<file path="src/rtl/multi_cycle_control.sv">
// rtl/multi_cycle_control.sv - multi-cycle RISC-V style main control FSM (JAL state under `MULTI_CYCLE_CONTROL_JAL_EN)
module multi_cycle_control (
  input  logic       i_clk,
  input  logic       i_rst,
  input  logic [6:0] i_op,
  input  logic       i_zero,
  input  logic       i_mem_ready,
  output logic [1:0] o_alu_ctl,
  output logic [1:0] o_alu_src_a,
  output logic [1:0] o_alu_src_b,
  output logic [1:0] o_result_src,
  output logic       o_adr_src,
  output logic       o_ir_write,
  output logic       o_pc_write,
  output logic       o_reg_write,
  output logic       o_mem_write,
  output logic       o_illegal,
  output logic [3:0] o_state
);

  localparam logic [3:0] S_FETCH    = 4'd0;
  localparam logic [3:0] S_DECODE   = 4'd1;
  localparam logic [3:0] S_MEMADR   = 4'd2;
  localparam logic [3:0] S_MEMREAD  = 4'd3;
  localparam logic [3:0] S_MEMWB    = 4'd4;
  localparam logic [3:0] S_MEMWRITE = 4'd5;
  localparam logic [3:0] S_EXECUTER = 4'd6;
  localparam logic [3:0] S_ALUWB    = 4'd7;
  localparam logic [3:0] S_EXECUTEI = 4'd8;
`ifdef MULTI_CYCLE_CONTROL_JAL_EN
  localparam logic [3:0] S_JAL      = 4'd9;
  localparam logic [6:0] OP_JAL     = 7'b1101111;
`endif
  localparam logic [3:0] S_BEQ      = 4'd10;

  localparam logic [6:0] OP_LW  = 7'b0000011;
  localparam logic [6:0] OP_SW  = 7'b0100011;
  localparam logic [6:0] OP_R   = 7'b0110011;
  localparam logic [6:0] OP_I   = 7'b0010011;
  localparam logic [6:0] OP_BEQ = 7'b1100011;

  logic [3:0] state;
  logic [3:0] next_state;
  logic       illegal_op;

  assign o_state = state;

  // State register; reset wins from any state, including a pending memory access
  always_ff @(posedge i_clk) begin
    if (i_rst) state <= S_FETCH;
    else       state <= next_state;
  end

  // Next-state decode; unknown opcodes in DECODE are flagged and abandoned
  always_comb begin
    next_state = S_FETCH;
    illegal_op = 1'b0;
    case (state)
      S_FETCH:    next_state = i_mem_ready ? S_DECODE : S_FETCH;
      S_DECODE: begin
        case (i_op)
          OP_LW, OP_SW: next_state = S_MEMADR;
          OP_R:         next_state = S_EXECUTER;
          OP_I:         next_state = S_EXECUTEI;
          OP_BEQ:       next_state = S_BEQ;
`ifdef MULTI_CYCLE_CONTROL_JAL_EN
          OP_JAL:       next_state = S_JAL;
`endif
          default: begin
            next_state = S_FETCH;
            illegal_op = 1'b1;
          end
        endcase
      end
      S_MEMADR:   next_state = (i_op == OP_LW) ? S_MEMREAD : S_MEMWRITE;
      S_MEMREAD:  next_state = i_mem_ready ? S_MEMWB : S_MEMREAD;
      S_MEMWB:    next_state = S_FETCH;
      S_MEMWRITE: next_state = i_mem_ready ? S_FETCH : S_MEMWRITE;
      S_EXECUTER: next_state = S_ALUWB;
      S_EXECUTEI: next_state = S_ALUWB;
      S_ALUWB:    next_state = S_FETCH;
      S_BEQ:      next_state = S_FETCH;
`ifdef MULTI_CYCLE_CONTROL_JAL_EN
      S_JAL:      next_state = S_ALUWB;
`endif
      default:    next_state = S_FETCH;
    endcase
  end

  // Output decode; during reset show FETCH datapath selects with all enables off
  always_comb begin
    o_alu_ctl    = 2'b00;
    o_alu_src_a  = 2'b00;
    o_alu_src_b  = 2'b00;
    o_result_src = 2'b00;
    o_adr_src    = 1'b0;
    o_ir_write   = 1'b0;
    o_pc_write   = 1'b0;
    o_reg_write  = 1'b0;
    o_mem_write  = 1'b0;
    o_illegal    = 1'b0;
    if (i_rst) begin
      o_alu_src_b  = 2'b10;
      o_result_src = 2'b10;
    end else begin
      case (state)
        S_FETCH: begin
          o_alu_src_b  = 2'b10;
          o_result_src = 2'b10;
          o_ir_write   = i_mem_ready;
          o_pc_write   = i_mem_ready;
        end
        S_DECODE: begin
          o_alu_src_a = 2'b01;
          o_alu_src_b = 2'b01;
          o_illegal   = illegal_op;
        end
        S_MEMADR: begin
          o_alu_src_a = 2'b10;
          o_alu_src_b = 2'b01;
        end
        S_MEMREAD: o_adr_src = 1'b1;
        S_MEMWB: begin
          o_result_src = 2'b01;
          o_reg_write  = 1'b1;
        end
        S_MEMWRITE: begin
          o_adr_src   = 1'b1;
          o_mem_write = 1'b1;
        end
        S_EXECUTER: begin
          o_alu_src_a = 2'b10;
          o_alu_ctl   = 2'b10;
        end
        S_EXECUTEI: begin
          o_alu_src_a = 2'b10;
          o_alu_src_b = 2'b01;
          o_alu_ctl   = 2'b10;
        end
        S_ALUWB: o_reg_write = 1'b1;
        S_BEQ: begin
          o_alu_src_a = 2'b10;
          o_alu_ctl   = 2'b01;
          o_pc_write  = i_zero;
        end
`ifdef MULTI_CYCLE_CONTROL_JAL_EN
        S_JAL: begin
          o_alu_src_a = 2'b01;
          o_alu_src_b = 2'b10;
          o_pc_write  = 1'b1;
        end
`endif
        default: ;
      endcase
    end
  end

endmodule

</file>
<file path="config.mk">
export PLATFORM = sky130hd
export DESIGN_NAME = multi_cycle_control
export DESIGN_NICKNAME = d
export VERILOG_FILES = /design/src/rtl/multi_cycle_control.sv
export SDC_FILE = /design/constraint.sdc
export NUM_CORES = 1
export LEC_CHECK = 0
export ABC_AREA = 1
export CAP_MARGIN = 5
export CORE_UTILIZATION = 36
export DETAILED_ROUTE_END_ITERATION = 8
export HOLD_SLACK_MARGIN = 0.12
export PLACE_DENSITY = 0.78
export RECOVER_POWER = 100
export SLEW_MARGIN = 20
export SYNTH_ARGS = -nofsm -noshare
export SYNTH_HDL_FRONTEND = slang
export SYNTH_SLANG_ARGS = --single-unit
</file>
<file path="constraint.sdc">
create_clock -name i_clk -period 1.3 [get_ports i_clk]
set_input_delay 0.195 -clock i_clk [delete_from_list [all_inputs] [get_ports i_clk]]
set_output_delay 0.195 -clock i_clk [all_outputs]
set_load 0.02 [all_outputs]
</file>
==> results.md, run 1 <==
- Status: did not finish
- Failing step: clock tree synthesis (4_1_cts)
- Run-stopping error: [ERROR DPL-0033] detailed placement checks failed during check placement.
- Gpl congestion: just under 0.9
- Hold-fix buffers, CTS: 0
- Clock buffer depth: 2
- Syn_nets: roughly 110
- Placed cells: 164
- Num CTS Buffers: 3
- Postcts setup bufs: 2
- Cell accounting for the most synthesized area: nand2_1
- Post-synth EDFFs: 0
- Row cnt: 12
- Synth unique cells: 17
- PostCTS Resize Cnt: 121
- Leading cell types by count after synthesis: nand2_1 (24), nor2_1 (19), inv_1 (13), nand3_1 (8), nor2_2 (7)
- Post-synth top flop: dfxtp_1
- Root Buffer: clkbuf_4
- Synth top area share: 18.60%
- Port buffer count: 28
- Area contributors post-synth: nand2_1 (19%), dfxtp_1 (17%), nor2_1 (15%)
- Htree depth: 1
- Starting density of the core: 41.35%
- FF+latch count, synth: 4
- Detail Placement HPWL: 1.579 mm
- Mapped Cells: 95
- Post-Syn Area: around 480 um^2
- Synth warn: 0
- Sequential-to-total area share from yosys stat: 16.54%
- Ports: 29
- Most frequent cell after synthesis: nand2_1
- Syn_area_per_cell: a little over 5 um^2
- Clk sink count: 4
- Die Wd: roughly 39 um
- Ys async rst share: 0%
- Chip Height: slightly below 40 um
[stage by stage]
step | worst slack, ns | util [%] | area, um^2
3_5_place_dp | -0.6069 | 87.07 | 1020
3_3_place_gp | -0.5617 | 87.07 | 1020
2_1_floorplan | -0.07616 | - | 515.5
[cell families after synthesis]
| logic type | Yosys count | share of synthesized area [%] |
|---|---|---|
| AOI/OAI and AO/OA | 12 | 13.70 |
| and+or+nand+nor | 63 | 57.36 |
| DFF | 4 | 16.54 |
| buffers and inverters | 16 | 12.40 |
==> inputs of run 2 (changes only) <==
- CORE_AREA: unset -> 2 2 63 65
- CORE_UTILIZATION: 36 -> unset
- DIE_AREA: unset -> 0 0 65 67
- HOLD_SLACK_MARGIN: 0.12 -> unset
- PLACE_DENSITY: 0.78 -> unset
- PLACE_DENSITY_LB_ADDON: unset -> 0.15
==> run 2 against run 1 <==
The flow now finishes, with violations (setup timing). Area after synthesis stayed put. Synthesized cell count unchanged.
==> results.md, run 2 <==
- Hold Path Cell Cnt: 5
- Commonest non-fill, non-tap cell in the layout: buf_4
- Hold path endpoint: o_state[3]
- Final Hold Vio Count: 0
- Cell accounting for the most synthesized area: nand2_1 (unchanged)
- GRT Util Overall: about a tenth
- Final setup viols: 12
- Detailed-route via count: a little over 800
- Gpl congestion: 0.7212 (was 0.8702)
- Area contributors post-synth: nand2_1 (19%), dfxtp_1 (17%), nor2_1 (15%) (unchanged)
- FF-to-FF End: o_state[0]
- Clk_skew: approximately 0.0015 ns
- Total Power: roughly 0.6 mW
- Most frequent cell after synthesis: nand2_1 (unchanged)
- Worst Hold Class: input pin to register
- Fin. max-slew vios: 0
- Slew HR: a little under 90%
- Antenna violations before repair: 0
- Die Wd: 65 um (was 38.68 um)
- Post-Syn Area: 484.2 um^2 (unchanged)
- Root Buffer: clkbuf_8 (was clkbuf_4)
- Chip Height: 67 um (was 38.68 um)
- Post-synth EDFFs: 0 (unchanged)
- Die area: approximately 4400 um^2
- Htree depth: 1 (unchanged)
- Worst EP required: approximately 1.1 ns
- Mapped Cells: 95 (unchanged)
- Area of the core: about 3600 um^2
- Sequential-to-total area share from yosys stat: 16.54% (unchanged)
- FF+latch count, synth: 4 (unchanged)
- Sequential share of power: 21.1%
- Reg area: 95.09 um^2
- Fillcell total: slightly above 400
- Clk sink count: 4 (unchanged)
- Reg clk slew, reported paths: about 0.030 ns
- NumNets Final: roughly 180
- Cell Pwr Density: between 400 and 500 nW/um^2
- Tmin final: ~1.4 ns
- Leak: around 0.65 nW
- Syn_area_per_cell: 5.097 um^2 (unchanged)
- Largest net degree at the start of global routing: 10
- N_diodes: 0
- Avg Vias per Cell: roughly 3.9
- Switch share: between 20 and 30%
- CP endpoint kind: primary output
- Max Fclk: roughly 700 MHz
- CTS tree: yes
- RSZ-0062 raised after global routing: yes
- Row cnt: 22 (was 12)
- Grt ovf: 0
- Period utilization: 110.5%
- Starting density of the core: 13.43% (was 41.35%)
- Failing checks: setup timing
- Layout area overhead: 182.7%
- FF-to-FF Start: o_state[0]
- Comb pwr share: between 30% and 40%
- Status: finished with violations (was did not finish)
- Multi-input logic area: 520.5 um^2
- Hold Crit Start: i_op[4]
- Num CTS Buffers: 3 (unchanged)
- Vias in the first global route: ~800
- Crit Path Category: register to primary output
- Setup ws final: -0.1360 ns
- First-pass GRT wire length: roughly 3.5 mm
- Synth unique cells: 17 (unchanged)
- R2r setup slk: about 0.060 ns
- Ports: 29 (unchanged)
- Syn_nets: 106 (unchanged)
- Detailed-route DRC error count: 0
- Slew at the pin closest to its max-slew limit: between 0.2 and 0.25 ns
- Worst setup SP type: register
- Sw Pwr: 0.1671 mW
- Leading cell types by count after synthesis: nand2_1 (24), nor2_1 (19), inv_1 (13), nand3_1 (8), nor2_2 (7) (unchanged)
- Worst r2r path cells: 8
- Worst VDD drop: around 0.29 mV
- Post-Route WL: approximately 2.1 mm
- Clock buffer depth: 2 (unchanged)
- Post-synth top flop: dfxtp_1 (unchanged)
- Internal power: 0.4319 mW
- Max-Cap Viols: 0
- Ys async rst share: 0% (unchanged)
- First-pass DRT Iterations: 4
- Detail Placement HPWL: 1.649 mm (was 1.579 mm)
- ANT nets after route: 0
- Share of layout cells above drive strength 1: between 60% and 70%
- Util after Layout: roughly 38%
- Synth top area share: 18.60% (unchanged)
- CP arrival: between 1 and 1.5 ns
- Port buffer count: 28 (unchanged)
- Clock power frac: 43.0%
- WL/cell: 9.759 um
- CP Max Fanout: 5
- DR iter-0 viols: 22
- Synth warn: 0 (unchanged)
- Worst-Skew Late Latency: approximately 0.21 ns
- Largest register FFs: 4
- Most frequent cells in the layout: buf_4 (41), nand2_1 (17), buf_6 (13)
[run 2: cell counts after synthesis]
No cell type changed its count.
[run 2: metal layers]
layer  global-route usage (%)  part of all wire, %  vias to the layer above
met2                    18.94                   52                       17
met5                        0                    0                        -
met1                    11.56                   43                      362
li1                         -                    -                      442
met3                    2.365                  5.1                        0
met4                    3.191                    0                        0
[run 2: per-stage QoR]
stage	setup TNS, ns	area [um^2]	hold slack [ns]	cells	setup WS, ns
2_1_floorplan	-0.1209	515.5	0.3671	95	-0.07616
3_3_place_gp	-7.746	1100	0.7691	203	-0.5883
3_5_place_dp	-7.728	1100	0.7710	203	-0.5989
4_1_cts	-1.225	1232	0.5738	210	-0.1744
5_1_grt	-2.000	1369	0.5930	212	-0.2157
6_report	-1.102	1369	0.5210	212	-0.1360
[run 2: layout make-up]
cell class | instances | area share [%]
repair buffers | 67 | 42.60
multi-input cells | 75 | 38.03
flip-flops and latches | 4 | 6.947
inverters | 15 | 5.027
well taps | 48 | 4.388
clock buffers | 3 | 3.016
[run 2: critical path, stage by stage (launching register included)]
cell	delay, ns
dfxtp_4	0.40
inv_4	0.06
nor2_4	0.15
nand2_4	0.09
nor2_4	0.09
o21a_2	0.14
buf_6	0.11
[run 2: repair_timing]
item / 4_1_cts / 5_1_grt
buffers inserted: 4 / 3
gates resized for setup: 113 / 38
hold buffers: 0 / 0
pin swaps: 10 / 16
setup endpoints to repair: 18 / 19
[run 2: how the worst max path moves through the flow]
stage          startpoint           to  slack (ns)  depth (start not counted)
2_1_floorplan  o_state[1]   o_pc_write       -0.08                          6
5_1_grt        o_state[0]    o_illegal       -0.22                          6
3_3_place_gp        i_rst    o_illegal       -0.59                          5
6_report       o_state[0]    o_illegal       -0.14                          6
3_5_place_dp        i_rst  o_reg_write       -0.60                          4
4_1_cts        o_state[0]    o_illegal       -0.17                          6
[run 2: power by group through the flow]
stage	clock network, mW	registers, mW	logic, mW
finish	0.258	0.126	0.215
global route	0.282	0.127	0.235
CTS	0.268	0.127	0.193
detailed placement	0	0.132	0.183
global placement	0	0.132	0.182
floorplan	0	0.134	0.0643
[run 2: kinds of logic (layout without fill, tap and decap cells)]
kind of cell / Yosys count / in the layout / share of synthesized area [%]
AND/OR/NAND/NOR: 63 / 63 / 57.36
buffers and inverters: 16 / 85 / 12.40
AO/OA/AOI/OAI: 12 / 12 / 13.70
flip-flops: 4 / 4 / 16.54
(Power assumes the default switching activity.)
